==> config.mk <==
export PLATFORM = sky130hd
export DESIGN_NAME = scan_sequencer
export DESIGN_NICKNAME = d
export VERILOG_FILES = /design/src/rtl/scan_sequencer_pkg.sv /design/src/rtl/scan_addr_gen.sv /design/src/rtl/scan_sequencer.sv
export SDC_FILE = /design/constraint.sdc
export NUM_CORES = 1
export LEC_CHECK = 0
export ABC_AREA = 1
export BUFFER_PORTS_ARGS = -buffer_cell sky130_fd_sc_hd__buf_4
export CORE_MARGIN = 2
export CORE_UTILIZATION = 45
export CTS_CLUSTER_DIAMETER = 50
export DETAILED_ROUTE_END_ITERATION = 16
export PLACE_DENSITY = 0.67
export SETUP_SLACK_MARGIN = 0.4
export SKIP_LAST_GASP = 1
export SLEW_MARGIN = 10
export SYNTH_ARGS = -nofsm -noshare
export SYNTH_HDL_FRONTEND = slang
export SYNTH_SLANG_ARGS = --single-unit
==> constraint.sdc <==
create_clock -name Clk -period 4.54 [get_ports Clk]
set_input_delay 0.227 -clock Clk [delete_from_list [all_inputs] [get_ports Clk]]
set_output_delay 0.227 -clock Clk [all_outputs]
set_load 0.005 [all_outputs]
==> src/rtl/scan_sequencer_pkg.sv <==
// Shared constants and state encoding for the search-window scan sequencer.
// Frame geometry is fixed at 64x64; index and score widths are set here.
package scan_sequencer_pkg;

   localparam int FRAME_W_LOG2 = 6;
   localparam int FRAME_W      = 1 << FRAME_W_LOG2;
   localparam int FRAME_H      = 64;
   localparam int IDX_W        = 16;
   localparam int SCORE_W      = 32;

   localparam logic [SCORE_W-1:0] SCORE_MAX   = {SCORE_W{1'b1}};
   localparam logic [IDX_W:0]     FRAME_W_LIM = (IDX_W+1)'(FRAME_W);
   localparam logic [IDX_W:0]     FRAME_H_LIM = (IDX_W+1)'(FRAME_H);

   typedef enum logic [2:0] {
      ST_IDLE   = 3'd0,
      ST_CHECK  = 3'd1,
      ST_ISSUE  = 3'd2,
      ST_WAIT   = 3'd3,
      ST_FINISH = 3'd4
   } state_e;

endpackage

==> src/rtl/scan_addr_gen.sv <==
// Column/row walker over the latched window; forms the linear frame index
// of the current element and flags the last element of the window.
module scan_addr_gen
   import scan_sequencer_pkg::*;
(
   input  logic             clk_i,
   input  logic             rst_i,
   input  logic             clear_i,
   input  logic             advance_i,
   input  logic [IDX_W-1:0] win_x0_i,
   input  logic [IDX_W-1:0] win_y0_i,
   input  logic [IDX_W-1:0] win_w_i,
   input  logic [IDX_W-1:0] win_h_i,
   output logic [IDX_W-1:0] index_o,
   output logic             last_o
);

   logic [IDX_W-1:0] col_q, col_d;
   logic [IDX_W-1:0] row_q, row_d;
   logic [IDX_W-1:0] col_abs, row_abs;
   logic             col_wrap;

   assign col_wrap = (col_q == (win_w_i - IDX_W'(1)));
   assign last_o   = col_wrap && (row_q == (win_h_i - IDX_W'(1)));

   assign col_abs = win_x0_i + col_q;
   assign row_abs = win_y0_i + row_q;
   assign index_o = (row_abs << FRAME_W_LOG2) + col_abs;

   always_comb begin
      col_d = col_q;
      row_d = row_q;
      if (clear_i) begin
         col_d = '0;
         row_d = '0;
      end else if (advance_i) begin
         if (col_wrap) begin
            col_d = '0;
            row_d = row_q + IDX_W'(1);
         end else begin
            col_d = col_q + IDX_W'(1);
         end
      end
   end

   always_ff @(posedge clk_i) begin
      if (rst_i) begin
         col_q <= '0;
         row_q <= '0;
      end else begin
         col_q <= col_d;
         row_q <= row_d;
      end
   end

endmodule

==> src/rtl/scan_sequencer.sv <==
// Walks a search window one index at a time, collects one score per index
// and reports the minimum score and where it occurred.
//
// Handshake: Index is offered while IdxValid=1 and held stable until a cycle
// with IdxValid&IdxReady; exactly one index is outstanding, and its score is
// taken from the first ScoreValid seen in WAIT (ScoreValid elsewhere ignored).
module scan_sequencer
   import scan_sequencer_pkg::*;
(
   input  logic               Clk,
   input  logic               Rst,
   input  logic               Start,
   input  logic [IDX_W-1:0]   WinX0,
   input  logic [IDX_W-1:0]   WinY0,
   input  logic [IDX_W-1:0]   WinW,
   input  logic [IDX_W-1:0]   WinH,
   output logic               IdxValid,
   output logic [IDX_W-1:0]   Index,
   input  logic               IdxReady,
   input  logic               ScoreValid,
   input  logic [SCORE_W-1:0] Score,
   output logic               Busy,
   output logic               Done,
   output logic               Err,
   output logic [IDX_W-1:0]   BestIndex,
   output logic [SCORE_W-1:0] BestScore,
   output logic               CoordSignal,
   output logic [2:0]         DbgState
);

   state_e             state_q;
   logic [IDX_W-1:0]   win_x0_q, win_y0_q, win_w_q, win_h_q;
   logic               idx_valid_q, busy_q, done_q, err_q;
   logic [IDX_W-1:0]   best_idx_q;
   logic [SCORE_W-1:0] best_score_q;

   logic               addr_clear, addr_advance, addr_last;
   logic [IDX_W-1:0]   addr_index;
   logic [IDX_W:0]     x_end, y_end;
   logic               window_bad;

   // Extra bit on the sums so a huge origin plus width cannot wrap below 64.
   assign x_end      = {1'b0, win_x0_q} + {1'b0, win_w_q};
   assign y_end      = {1'b0, win_y0_q} + {1'b0, win_h_q};
   assign window_bad = (win_w_q == '0) || (win_h_q == '0) ||
                       (x_end > FRAME_W_LIM) || (y_end > FRAME_H_LIM);

   assign addr_clear   = (state_q == ST_IDLE) && Start;
   assign addr_advance = (state_q == ST_WAIT) && ScoreValid;

   scan_addr_gen u_addr_gen (
      .clk_i     (Clk),
      .rst_i     (Rst),
      .clear_i   (addr_clear),
      .advance_i (addr_advance),
      .win_x0_i  (win_x0_q),
      .win_y0_i  (win_y0_q),
      .win_w_i   (win_w_q),
      .win_h_i   (win_h_q),
      .index_o   (addr_index),
      .last_o    (addr_last)
   );

   always_ff @(posedge Clk) begin
      if (Rst) begin
         state_q      <= ST_IDLE;
         win_x0_q     <= '0;
         win_y0_q     <= '0;
         win_w_q      <= '0;
         win_h_q      <= '0;
         idx_valid_q  <= 1'b0;
         busy_q       <= 1'b0;
         done_q       <= 1'b0;
         err_q        <= 1'b0;
         best_idx_q   <= '0;
         best_score_q <= SCORE_MAX;
      end else begin
         done_q <= 1'b0;
         case (state_q)
            ST_IDLE: begin
               if (Start) begin
                  win_x0_q     <= WinX0;
                  win_y0_q     <= WinY0;
                  win_w_q      <= WinW;
                  win_h_q      <= WinH;
                  err_q        <= 1'b0;
                  best_idx_q   <= '0;
                  best_score_q <= SCORE_MAX;
                  busy_q       <= 1'b1;
                  state_q      <= ST_CHECK;
               end
            end
            ST_CHECK: begin
               if (window_bad) begin
                  err_q   <= 1'b1;
                  done_q  <= 1'b1;
                  state_q <= ST_FINISH;
               end else begin
                  idx_valid_q <= 1'b1;
                  state_q     <= ST_ISSUE;
               end
            end
            ST_ISSUE: begin
               if (idx_valid_q && IdxReady) begin
                  idx_valid_q <= 1'b0;
                  state_q     <= ST_WAIT;
               end
            end
            ST_WAIT: begin
               if (ScoreValid) begin
                  // Strict compare: a tie keeps the earlier index.
                  if (Score < best_score_q) begin
                     best_score_q <= Score;
                     best_idx_q   <= addr_index;
                  end
                  if (addr_last) begin
                     done_q  <= 1'b1;
                     state_q <= ST_FINISH;
                  end else begin
                     idx_valid_q <= 1'b1;
                     state_q     <= ST_ISSUE;
                  end
               end
            end
            ST_FINISH: begin
               busy_q  <= 1'b0;
               state_q <= ST_IDLE;
            end
            default: state_q <= ST_IDLE;
         endcase
      end
   end

   assign IdxValid    = idx_valid_q;
   assign Index       = addr_index;
   assign Busy        = busy_q;
   assign Done        = done_q;
   assign Err         = err_q;
   assign BestIndex   = best_idx_q;
   assign BestScore   = best_score_q;
   assign CoordSignal = done_q;
   assign DbgState    = state_q;

endmodule

* Word level (Yosys, flattened, before mapping) *
Cells that the tools add are included.

word-level totals
  register bits after elaboration = 151
  input bits = 101
  word-level logic and storage cells = 89
  output and inout port bits = 72

operators by class
  eq/ne operators = 13
  $lt $le $gt $ge = 3
  multiplexer cells = 29
  reduce and logical (&&, ||, !) cells = 22
  add/subtract/negate cells = 9

operators with widths
  kind                                                 count
  2-to-1 mux 32 bit                                    3
  2-to-1 mux 16 bit                                    4
  case mux 32 bit (2 select lines)                     1
  adder 16 x 16 -> 17 bit                              2
  > comparator 17 x 7 -> 1 bit, second input constant  2
  adder 16 x 1 -> 16 bit, second input constant        2
  adder 16 bit                                         2
  equality test 16 bit                                 2
  zero test 16 bit                                     2
  less-than comparator 32 bit                          1
  case mux 16 bit (2 select lines)                     1
  subtractor 16 x 1 -> 16 bit, second input constant   2
  2-to-1 mux 3 bit                                     5
  inequality test 2 bit, second input constant         6
  case mux 3 bit (4 select lines)                      1
  adder 10 bit                                         1
  2-to-1 mux 1 bit                                     10
  equality test 3 x 2 -> 1 bit, second input constant  2
  case mux 1 bit (2 select lines)                      3
  AND reduction 2 bit                                  3
  AND reduction 3 bit                                  2
  nonzero test 2 bit                                   3
  AND reduction 5 bit                                  1
  logical AND 1 bit                                    4
  9 further kinds                                      11

* Longest topological paths before layout *
  depth in word-level cells = 6
  mapped depth = 21
  depth with buffers taken out = 21

* Hierarchy *
A second synthesis with hierarchy kept.

second synthesis, totals
  cells, all modules = 1,825
  area total of the unflattened synthesis = 11,821.3 µm²

by module, submodules not included
  module          cells each  area an instance (µm²)  seq. area each (µm²)  instances
  scan_sequencer  1,114       7,407.1                 2,382.3               1
  scan_addr_gen   711         4,414.2                 640.6                 1

* Least setup slack after synthesis *
No wires, ideal clock.

  path kind = register to register
  from = register u_addr_gen.row_q[0]
  to = register best_idx_q[15], in the netlist BestIndex[15]
  setup time = 0.114 ns
  path slack = 0.892 ns
  cell stages (with the launch flop) = 21
  arrival time = 3.535 ns
  required time = 4.426 ns
  path buffers = 0
  period minus slack after synthesis = 3.648 ns
  path through = dfxtp_1 ha_1 inv_1 fa_1 o21ai_0 a21oi_1 o21ai_0 xor2_1 fa_1 inv_1 ha_1 a21oi_1 a21boi_0 nand3_1 a21oi_1 o21bai_1 nand3b_1 nand2_1 inv_1 a21oi_1 nor2_1

between the ends
  cells in the longest elaborated chain, start to end = 5

ends and longest elaborated chain
  element                           RTL line               text
  from (decl)                       scan_addr_gen.sv:19    logic [IDX_W-1:0] row_q, row_d;
  from (signal assigned)            scan_addr_gen.sv:52    row_q <= row_d;
  adder 10 bit                      scan_addr_gen.sv:27    assign row_abs = win_y0_i + row_q;
  adder 16 bit                      scan_addr_gen.sv:28    assign index_o = (row_abs << FRAME_W_LOG2) + col_abs;
  net Index[15]                     scan_sequencer.sv:18   output logic [IDX_W-1:0] Index,
  2-to-1 mux 16 bit                 scan_sequencer.sv:112  if (Score < best_score_q) begin
  2-to-1 mux 16 bit                 scan_sequencer.sv:110  if (ScoreValid) begin
  case mux 16 bit (2 select lines)  scan_sequencer.sv:79   case (state_q)
  to (signal assigned)              scan_sequencer.sv:114  best_idx_q <= addr_index;
  to (decl)                         scan_sequencer.sv:34   logic [IDX_W-1:0] best_idx_q;

The timed path passes the listed nets, and every way through them passes these cells. The select of a mux whose other input is x is not followed.
A chain may end at the register's enable or synchronous reset.

* Worst setup path in the final report *
  from = register win_y0_q[0]
  to = output port Index[15]

between the ends
  cells in the longest elaborated chain, start to end = 2

ends and longest elaborated chain
  element                 RTL line              text
  from (decl)             scan_sequencer.sv:32  logic [IDX_W-1:0] win_x0_q, win_y0_q, win_w_q, win_h_q;
  from (signal assigned)  scan_sequencer.sv:83  win_y0_q <= WinY0;
  adder 10 bit            scan_addr_gen.sv:27
  adder 16 bit            scan_addr_gen.sv:28
  to (decl)               scan_sequencer.sv:18

No other way between the ends.

==> key figures <==
Final layout
  – Area grow syn2layout: 20.8%
  – Fin cells: 2,212
  – Layout cells sized above 1: 0.146
  – Ant. Diodes: 0
  – # nets final: 2,081
  – Design area: 0.0137 sq mm

Synthesis
  – Post-synthesis xor/xnor area fraction: 0.0791
  – Seq/Total Area, Yosys: 0.266
  – Total of warnings raised by yosys: 0
  – Mux cell area share after synthesis: 0
  – Compound-Gate Fraction of Synth Area: 0.140
  – Syn Inst Count: 1,716
  – Number of flops mapped to enable cells by yosys: 0
  – Syn Nets: 1,928
  – Synth Area per Inst: 6.62 sq um
  – #FFs+latches synth: 151
  – Post-Syn Area: 0.0114 sq mm
  – Prevailing post-synth register cell: dfxtp_1
  – Post-Synth Adder-Cell Area: 0.131
  – Post-synth ARST share: 0
  – Synth cell types: 44
  – Post-Synth Simple-Gate Area: 0.271
  – Largest family of logic cells by synthesized area: simple AND/OR/NAND/NOR gates

Timing
  – Max-slew violations: 0
  – Hold WS: 0.0601 ns
  – Final setup violation count: 0
  – Final Cycle Share: 0.899
  – Fmax: 245 MHz
  – RSZ-0062 raised after global routing: true
  – Final setup skew: 0.0123 ns
  – Final Hold Violating Endpoints: 0
  – Slew margin rel.: 0.302
  – Worst-Margin Slew: 1.04 ns
  – Final setup TNS: 0 ns
  – Tmin final: 4.08 ns

Critical path
  – Worst EP required: 4.31 ns
  – Critical Path End Type: output pin
  – Crit path kind: reg2out
  – Worst Path Max Fanout: 4
  – Worst Path Arrival: 3.85 ns
  – Critical Path Source Type: register

Clocking
  – Total CTS buffers: 17
  – Max H-tree Level: 4
  – Clock tree buffer depth: 2
  – Reg clk slew, reported paths: 0.07 ns
  – CTS tree: built
  – Root Driver: clkbuf_16
  – Worst-Skew Late Latency: 0.44 ns
  – CTS Sinks: 151
  – Cts-stage hold buffer count: 0

Die
  – IO Count: 173
  – Die area: 0.0265 sq mm
  – Die height: 163 microns
  – Initial Util: 0.455
  – Core Rows: 58
  – CORE AREA: 0.0250 sq mm
  – Die X: 163 microns

Detailed routing
  – DRC viols: 0
  – Routed vias: 11,100
  – Iter 0 DRT Violations: 665
  – Wire per inst: 14.6 microns
  – DR pass1 iterations: 5
  – Vias per cell: 5.02
  – Antenna viol nets, final: 0
  – Final Routed Wirelength: 32.4 mm

Global routing
  – Global-route wire length before repair: 51.5 mm
  – Number of global-route vias before repair: 10,200
  – Antenna violations before repair: 0
  – Grt ovf: 0
  – Largest net degree at the start of global routing: 115
  – GRT Resource Usage Total: 0.244

Pwr
  – Leakage power: 7.03 nW
  – Power share of the clock group: 0.193
  – Net Sw Power: 3.59 mW
  – Peak supply drop: 0.365 mV
  – Internal power: 4.19 mW
  – Combinational Power Share: 0.539
  – Power Dens Cells: 567 mW/mm^2
  – Net Sw Frac: 0.461
  – Sequential share of power: 0.268

Placement
  – IO Port Bufs: 172
  – Dpl cell area: 0.0129 sq mm
  – GP Congestion: 0.936
  – Placed Cells: 2,174
  – Post-DP HPWL: 25.4 mm

Flow run
  – Maxcap violations: 0

Status
  – Status: finished, final reports clean

Hold path
  – Worst hold path type: in2reg
[worst max-delay path, cell delays in order (launching register included)]
cell and delay (ns):
dfxtp_2 0.37, ha_4 0.15, inv_4 0.03, fa_2 0.41, o21ai_4 0.20, a21oi_2 0.09
o21ai_2 0.15, xor2_1 0.22, fa_1 0.43, inv_2 0.08, ha_4 0.21, a21oi_2 0.11
a21boi_2 0.18, nand3_2 0.11, a21oi_2 0.20, o21bai_4 0.08, nand3b_1 0.15, nand2_1 0.08
inv_2 0.04, buf_6 0.11
[power by group through the flow]
| stage | Clock, mW | Sequential, mW | Combinational, mW |
|---|---|---|---|
| detailed placement | 0 | 2.11 | 4.11 |
| CTS | 1.53 | 2.08 | 4.14 |
| global route | 1.59 | 2.13 | 4.79 |
| finish | 1.50 | 2.09 | 4.19 |
| floorplan | 0 | 1.99 | 2.89 |
| global placement | 0 | 2.10 | 4.05 |
[synthesized netlist by cell type, types with 4 or more instances]
cell | number | area (sq um)
o211ai_1 | 32 | 240
nor3_1 | 15 | 75.1
xor2_1 | 77 | 674
a21oi_1 | 149 | 746
clkbuf_1 | 42 | 158
o21ai_0 | 93 | 465
fa_1 | 13 | 260
nand3b_1 | 9 | 67.6
xnor2_1 | 23 | 201
nor2_1 | 157 | 589
inv_2 | 4 | 15.0
nand4_1 | 39 | 244
ha_1 | 98 | 1230
nand3_1 | 76 | 380
nand2_1 | 407 | 1530
nor3b_1 | 5 | 37.5
a21oi_2 | 8 | 70.1
or2_2 | 4 | 25.0
inv_1 | 279 | 1050
dfxtp_1 | 151 | 3020
[through the flow]
| step | utilization | setup slack [ns] | total power, mW |
|---|---|---|---|
| floorplan | - | 0.892 | 4.87 |
| global placement | 0.517 | 0.513 | 6.15 |
| detailed placement | 0.517 | 0.426 | 6.22 |
| CTS | 0.544 | 0.423 | 7.75 |
| global route | 0.550 | 0.268 | 8.51 |
| finish | 0.550 | 0.460 | 7.78 |
[layout make-up]
cell class | instances | area (sq um)
multi-input combinational | 1231 | 7200
sequential | 151 | 3030
clock inverter | 15 | 188
timing repair buffer | 184 | 1390
fill | 2491 | 11200
inverter | 284 | 1070
clock buffer | 17 | 425
tap | 330 | 413
[layout by cell type, fill, tap and decap left out, types with 5 or more instances in the layout]
| cell type | n |
|---|---|
| buf_4 | 182 |
| inv_1 | 273 |
| nand3_1 | 74 |
| clkbuf_16 | 17 |
| nand3b_1 | 9 |
| nor3_1 | 15 |
| inv_8 | 5 |
| o21ai_0 | 90 |
| inv_2 | 8 |
| nand2_1 | 405 |
| xor2_1 | 76 |
| nand4_1 | 39 |
| nor2_1 | 156 |
| a21oi_1 | 144 |
| nor3b_1 | 5 |
| fa_1 | 12 |
| xnor2_1 | 22 |
| o211ai_1 | 32 |
| dfxtp_1 | 146 |
| ha_1 | 94 |
| a21oi_2 | 13 |
[registers in the layout, indices dropped and copies added, names as in the netlist]
| signal | cells |
|---|---|
| CoordSignal | 1 |
| u_addr_gen.col_q | 16 |
| Err | 1 |
| DbgState | 3 |
| BestScore | 32 |
| win_h_q | 16 |
| win_x0_q | 16 |
| IdxValid | 1 |
| Busy | 1 |
| win_w_q | 16 |
| u_addr_gen.row_q | 16 |
| win_y0_q | 16 |
| BestIndex | 16 |
[path summary, 6_finish.rpt]
path                                  start  cells past startpoint  slack [ns]                         end
setup / recovery   win_y0_q[0]$_SDFFE_PP0P_                     19        0.46                   Index[15]
hold / removal                     WinY0[9]                      3        0.06    win_y0_q[9]$_SDFFE_PP0P_
setup reg to reg   win_y0_q[0]$_SDFFE_PP0P_                     20        0.94  BestIndex[15]$_SDFFE_PP0P_
hold reg to reg   win_y0_q[11]$_SDFFE_PP0P_                      2        0.45   win_y0_q[11]$_SDFFE_PP0P_
[metal layers]
layer,part of all wire,vias to the layer above,wire [microns],track usage
li1,-,5797,-,-
met1,0.45,5010,14700,0.318
met2,0.48,254,15500,0.414
met3,0.040,46,1310,0.0336
met4,0.029,0,934,0.0853
met5,0,-,0,0
[cell families (layout without fill, tap and decap cells)]
group	Yosys count	after routing
AOI/OAI and AO/OA	291	291
xor gates and xnor gates	101	101
DFF	151	151
and+or+nand+nor	728	728
adders and majority gates	111	111
buffers and inverters	334	500
[timing repair]
item                       4_1_cts  5_1_grt
setup endpoints to repair        3        4
setup buffers                    5        1
gates resized for setup          8       33
pin swaps                        3       21
Note: power is estimated with default switching activity, not from simulation.
